$ cat src/rtl/uart_pkg.sv
// Shared UART framing constants and the TX framer state encoding.
// The inbound command arbiter imports the same values.
package uart_pkg;

  localparam logic [7:0] HDR_DC = 8'h00;

  localparam int DC_BYTES_DEF     = 124;
  localparam int LAUNCH_BYTES_DEF = 3;
  localparam int NUM_DC_CHANNEL   = DC_BYTES_DEF / 4;

  typedef enum logic [1:0] {
    IDLE,
    HDR,
    PAYLOAD
  } state_t;

endpackage

$ cat src/rtl/uart_tx_framer.sv
// Serializes a header byte plus a captured register snapshot into the
// UART TX byte queue, header first, then payload high byte to low byte.
module uart_tx_framer
  import uart_pkg::*;
#(
  parameter int DC_BYTES     = DC_BYTES_DEF,
  parameter int LAUNCH_BYTES = LAUNCH_BYTES_DEF
) (
  input  logic                          i_clk,
  input  logic                          i_rst_n,
  input  logic                          i_req_valid,
  output logic                          o_req_ready,
  input  logic [7:0]                    i_req_hdr,
  input  logic [DC_BYTES/4-1:0][31:0]   i_req_regs,
  output logic                          o_enq_txq,
  input  logic                          i_txq_full,
  output logic [7:0]                    o_txq_data,
  output logic                          o_frame_done,
  output logic                          o_busy
);

  localparam int NW = DC_BYTES / 4;
  localparam int CW = $clog2(DC_BYTES);

  localparam logic [CW-1:0] DC_LAST = CW'(DC_BYTES - 1);
  localparam logic [CW-1:0] LA_LAST = CW'(LAUNCH_BYTES - 1);

  state_t                r_state;
  logic [CW-1:0]         r_cnt;
  logic [7:0]            r_hdr;
  logic [NW-1:0][31:0]   r_regs;

  logic [DC_BYTES-1:0][7:0] w_bytes;
  logic [7:0]               w_pay;
  logic                     w_push;

  // Word-packed snapshot viewed as a flat byte array: byte k = word k/4, lane k%4.
  assign w_bytes = r_regs;
  assign w_pay   = w_bytes[r_cnt];
  assign w_push  = (r_state != IDLE) && !i_txq_full;

  assign o_req_ready  = (r_state == IDLE);
  assign o_busy       = (r_state != IDLE);
  assign o_enq_txq    = w_push;
  assign o_txq_data   = (r_state == PAYLOAD) ? w_pay : r_hdr;
  assign o_frame_done = w_push && (r_state == PAYLOAD) && (r_cnt == '0);

  always_ff @(posedge i_clk) begin
    if (!i_rst_n) begin
      r_state <= IDLE;
      r_cnt   <= '0;
      r_hdr   <= '0;
      r_regs  <= '0;
    end else begin
      unique case (r_state)
        IDLE: begin
          if (i_req_valid) begin
            r_hdr   <= i_req_hdr;
            r_regs  <= i_req_regs;
            r_state <= HDR;
          end
        end
        HDR: begin
          if (w_push) begin
            r_cnt   <= (r_hdr == HDR_DC) ? DC_LAST : LA_LAST;
            r_state <= PAYLOAD;
          end
        end
        PAYLOAD: begin
          if (w_push) begin
            if (r_cnt == '0) r_state <= IDLE;
            else             r_cnt   <= r_cnt - 1'b1;
          end
        end
        default: r_state <= IDLE;
      endcase
    end
  end

endmodule
$ cat config.mk
export PLATFORM = sky130hd
export DESIGN_NAME = uart_tx_framer
export DESIGN_NICKNAME = d
export VERILOG_FILES = /design/src/rtl/uart_pkg.sv /design/src/rtl/uart_tx_framer.sv
export SDC_FILE = /design/constraint.sdc
export NUM_CORES = 2
export LEC_CHECK = 0
export CELL_PAD_IN_SITES_DETAIL_PLACEMENT = 1
export CELL_PAD_IN_SITES_GLOBAL_PLACEMENT = 1
export CORE_AREA = 2 2 395 397
export CTS_CLUSTER_DIAMETER = 80
export DETAILED_ROUTE_END_ITERATION = 10
export DIE_AREA = 0 0 397 399
export DONT_BUFFER_PORTS = 1
export PLACE_DENSITY = 0.59
export SYNTH_ARGS = -nofsm -noshare
export SYNTH_HDL_FRONTEND = slang
export SYNTH_SLANG_ARGS = --single-unit
$ cat constraint.sdc
create_clock -name i_clk -period 8.8 [get_ports i_clk]
set_clock_uncertainty 0.2 [all_clocks]
set_input_delay 1.76 -clock i_clk [delete_from_list [all_inputs] [get_ports i_clk]]
set_output_delay 1.76 -clock i_clk [all_outputs]
set_load 0.05 [all_outputs]
# Word-level counts from Yosys, hierarchy flattened
# Cells that the tools add are included.
# Widths: inputs -> output; s select.
dict set report totals {
  regBits 1009
  output_inout_bits 12
  wordCells 68
}
dict set report classes {
  add_sub_neg 1
  order_cmp 1
  n_eq_ne 7
  n_mux 13
  reduce_logical 12
}
# cell n
set ops {}
lappend ops {{$bmux 8 s7} 1}
lappend ops {{$mux 7} 4}
lappend ops {{$mux 8} 2}
lappend ops {{$pmux 7 s2} 1}
lappend ops {{$logic_not 8->1} 1}
lappend ops {{$lt 7x8->1 const B} 1}
lappend ops {{$mux 2} 4}
lappend ops {{$ne 2x2->1 const B} 4}
lappend ops {{$reduce_and 4->1} 2}
lappend ops {{$logic_not 7->1} 1}
lappend ops {{$sub 7x1->7 const B} 1}
lappend ops {{$pmux 2 s3} 1}
lappend ops {{$reduce_bool 2->1} 2}
lappend ops {{$logic_and 1x1->1} 3}
lappend ops {{$eq 2x1->1 const B} 1}
lappend ops {{$eq 2x2->1 const B} 1}
lappend ops {{$logic_not 2->1} 1}
lappend ops {{$ne 2x1->1 const B} 1}
lappend ops {{$reduce_and 2->1} 1}
lappend ops {{$logic_not 1->1} 1}

# Logic depth before layout (Yosys ltp)
dict set report logic_depth {
  ltp_word 4
  mapped_depth 12
  depth_no_buf 7
}

# Worst setup path before layout
# No wires, ideal clock.
dict set report synth_timing {
  path_type {in2out}
  start {input i_txq_full}
  end {output o_frame_done}
  arrival_time_ns 3.315
  required_time_ns 6.840
  setup_slack_ns 3.525
  stages 1
  cell_sequence {nor4_1}
}
dict set report synth_via {
  elab_chain_cells 4
}
# element line_no
set synth_rtl {}
lappend synth_rtl {{from (decl)} uart_tx_framer.sv:16} ;# input logic i_txq_full,
lappend synth_rtl {{$logic_not 1->1} uart_tx_framer.sv:40} ;# assign w_push = (r_state != IDLE) && !i_txq_full;
lappend synth_rtl {{$logic_and 1x1->1} uart_tx_framer.sv:40}
lappend synth_rtl {{$logic_and 1x1->1 (2 in a row)} uart_tx_framer.sv:46} ;# assign o_frame_done = w_push && (r_state == PAYLOAD) && (r_cnt == '0);
lappend synth_rtl {{to (decl)} uart_tx_framer.sv:18} ;# output logic o_frame_done,
# No other way between the ends.

# Worst setup path after layout
dict set report layout_timing {
  start {register r_cnt[3]}
  end {output o_txq_data[1]}
}
dict set report layout_via {
  elab_chain_cells 3
}
# element line_no
set layout_rtl {}
lappend layout_rtl {{from (decl)} uart_tx_framer.sv:29} ;# logic [CW-1:0] r_cnt;
lappend layout_rtl {{from (signal assigned)} uart_tx_framer.sv:65} ;# r_cnt <= (r_hdr == HDR_DC) ? DC_LAST : LA_LAST;
lappend layout_rtl {{from (signal assigned)} uart_tx_framer.sv:72} ;# else r_cnt <= r_cnt - 1'b1;
lappend layout_rtl {{$bmux 8 s7} uart_tx_framer.sv:39} ;# assign w_pay = w_bytes[r_cnt];
lappend layout_rtl {{$mux 8 (not written as such)} uart_tx_framer.sv:39}
lappend layout_rtl {{$mux 8} uart_tx_framer.sv:45} ;# assign o_txq_data = (r_state == PAYLOAD) ? w_pay : r_hdr;
lappend layout_rtl {{to (decl)} uart_tx_framer.sv:17} ;# output logic [7:0] o_txq_data,
# No other way between the ends. The select of a mux whose other input is x is not followed.

==> impl_metrics.json <==
{
  "arrival_ps": 4730,
  "async_flop_share_pct": 0,
  "crit_path_cell_trace": "buf_4, and2_1, a22oi_1, a21oi_1, a21oi_1, and3_1, a211oi_2, buf_4",
  "fin_nets": 5797,
  "synth_ff_type": "dfxtp_1",
  "wl_per_cell_um": 29.2,
  "p_leak_nw": 17.5,
  "pwr-share-clk_pct": 43.6,
  "rsz0062_at_grt": "false",
  "core_sq_mm": 0.154,
  "whs_path_depth": 2,
  "port_buffers": 0,
  "synth_area_leaders": "dfxtp_1, nand2_1, a21boi_0",
  "overflow": 0,
  "critPathLaunchType": "flip-flop",
  "r2r_setup_slack_ps": 5130,
  "cp_slowest_cell": "and2_1",
  "total_power_w": 0.0116,
  "dr_wl_met3_um": 12700,
  "worst_slack_ps": 2110,
  "place.gp.congestion": 0.842,
  "p_sw_w": 0.00322,
  "ys_warn_count": 0,
  "fin_area_sq_mm": 0.0505,
  "hold_viol": 0,
  "dpl.hpwl_um": 151000,
  "drt_wl_total_um": 203000,
  "ant_nets": 0,
  "cts_sinks": 1009,
  "placed_cell_area_sq_mm": 0.0464,
  "synthAdderAreaFrac_pct": 0.0555,
  "setup_viol": 0,
  "fp.dieArea_sq_mm": 0.158,
  "io_pins": 1016,
  "hold_ws_ps": 263,
  "ys_ff_latch": 1009,
  "dpl_worst_slack_ps": 2710,
  "sequentialPowerShare_pct": 44.0,
  "synth-edff-count": 0,
  "r2r_start": "r_state[0]",
  "muxShareOfSynthArea_pct": 13.9,
  "vias": 35800,
  "combinationalPowerShare_pct": 12.5,
  "synthCells": 5049,
  "synthesis.nets": 6055,
  "synth.avg_cell_area_sq_um": 8.93,
  "grt_usage_pct": 24.7,
  "min_period_ps": 6690,
  "die_y_um": 399,
  "h-tree-depth": 3,
  "wl_met2_um": 97800,
  "clkLatencyLatePin_ps": 730,
  "cts_inserted_buffers": 117,
  "min-delay-start": "r_regs[18]",
  "maxSlewHeadroom_pct": -115,
  "drive_gt1_share_pct": 10.6,
  "cp.required_ps": 6840,
  "postCtsSetupRepairBufs": 0,
  "synth_top_family_by_area": "compound AO/OA/AOI/OAI gates",
  "slew_violations": 684,
  "violations": "slew limit",
  "synth.top_cells.by_count": "nand2_1, dfxtp_1, a21boi_0",
  "sw_frac_of_total_pct": 27.6,
  "power_density_mw_per_mm2": 231,
  "worstHoldPathType": "reg -> reg",
  "cts_buffer_depth": 3,
  "worstSetupPathType": "reg -> out",
  "netlist_area_sq_mm": 0.0451,
  "yosysTopAreaCellShare_pct": 44.8,
  "rows": 144,
  "synth_cell_type_count": 56,
  "cts-root-buf": "clkbuf_16",
  "cp_slowest_stage_delay_ps": 910,
  "timing.final.crit_share_pct": 76.0,
  "fill_cells": 17700,
  "intPower_w": 0.00843,
  "drtPass1Iterations": 8,
  "area_growth_pct": 12.0,
  "die_x_um": 397,
  "cts_tree": "yes",
  "remaining_drc_errors": 0,
  "synth_xor_area_share_pct": 0,
  "yosys.area.top_type": "dfxtp_1",
  "regArea_sq_mm": 0.0202,
  "yosysSeqAreaShare_pct": 44.8,
  "reg2reg_depth": 7,
  "first_global_vias": 35900,
  "cp-end-kind": "output port",
  "synthSimpleGateAreaFrac_pct": 18.0,
  "max_cap_violations": 0,
  "wl_met1_um": 87300,
  "drtIter0Drc": 2643,
  "setup-tns-final_ps": 0,
  "fmax_mhz": 150,
  "hold_buffers": 0,
  "topRoutingLayerUsed": "met5",
  "via_per_inst": 5.15,
  "start_util_pct": 29.3,
  "outcome": "finished, violations left",
  "grt_max_degree": 1010,
  "grt_pass1_wl_um": 277000,
  "antenna_found_initial": 64,
  "cts.repair.resized": 0,
  "r2r_end": "r_regs[619]",
  "cp_max_fo": 26,
  "multi_input_area_sq_mm": 0.0231,
  "path_clk_slew_ps": 60,
  "holdPathEnd": "r_regs[18]",
  "synth_compound_area_share_pct": 19.1,
  "worst_slew_pin_slew_ps": 3230,
  "irDropWorstVdd_uv": 160,
  "yosysMostFrequentCell": "nand2_1"
}
[power groups by stage]
| stage | sequential [W] | combinational [W] | clock (W) |
|---|---|---|---|
| CTS | 0.00512 | 0.00147 | 0.00519 |
| detailed placement | 0.00522 | 0.00146 | 0 |
| global route | 0.00515 | 0.00158 | 0.00537 |
| global placement | 0.00521 | 0.00143 | 0 |
| finish | 0.00512 | 0.00145 | 0.00507 |
| floorplan | 0.00509 | 0.00104 | 0 |
[worst max-delay path: cells and delay by family (launching register included)]
kind	cells	cell delay, ps
simple gates	2	1140
buf+inv	2	810
flops	1	660
compound gates	4	1330
[cells in the final DEF, fill, tap and decap left out, types with 27 or more instances in the layout]
| cell type | netlist | final |
|---|---|---|
| clkbuf_8 | 0 | 30 |
| dfxtp_1 | 1009 | 1003 |
| a22oi_1 | 33 | 33 |
| clkbuf_1 | 354 | 27 |
| a21boi_0 | 1000 | 1000 |
| clkbuf_16 | 0 | 121 |
| mux2i_1 | 56 | 56 |
| nand2_1 | 2065 | 2064 |
| mux4_2 | 249 | 249 |
| buf_4 | 20 | 33 |
| a21oi_1 | 38 | 38 |
[layer usage]
metal,global-route usage (%),up-vias
met3,5.77,253
met2,41.6,1038
li1,-,16600
met4,6.52,46
met1,31.5,17800
met5,0,-
[final cells by class]
cell class	count	area share [%]
Tap cell	2044	5.07
Antenna cell	21	0.104
Clock buffer	178	7.02
Multi-Input combinational cell	3608	45.7
Sequential cell	1009	40.0
Inverter	7	0.0595
Clock inverter	32	0.912
Timing Repair Buffer	48	1.05
[through the flow]
step	cells	utilization, %
6_report	6947	32.8
5_1_grt	6938	32.8
3_3_place_gp	6716	30.2
2_1_floorplan	5049	-
3_5_place_dp	6716	30.2
4_1_cts	6926	32.8
[worst max path at each step]
stage	from	to	cells past startpoint
after floorplan	i_txq_full	o_frame_done	1
after global placement	r_cnt[3]	o_txq_data[1]	8
after detailed placement	r_cnt[3]	o_txq_data[1]	8
after CTS	r_cnt[3]	o_txq_data[1]	8
after global routing	r_cnt[3]	o_txq_data[1]	8
final	r_cnt[3]	o_txq_data[1]	8
[cell families after synthesis]
group	after synthesis
buf+inv	432
mux	314
fa+ha+maj	2
simple gates	2136
compound gates	1156
flops	1009
[flip-flops by register name, indices dropped and copies added (netlist names)]
signal   flops
r_cnt        7
r_state      2
r_hdr        8
r_regs     992
Note: power is estimated with default switching activity, not from simulation.
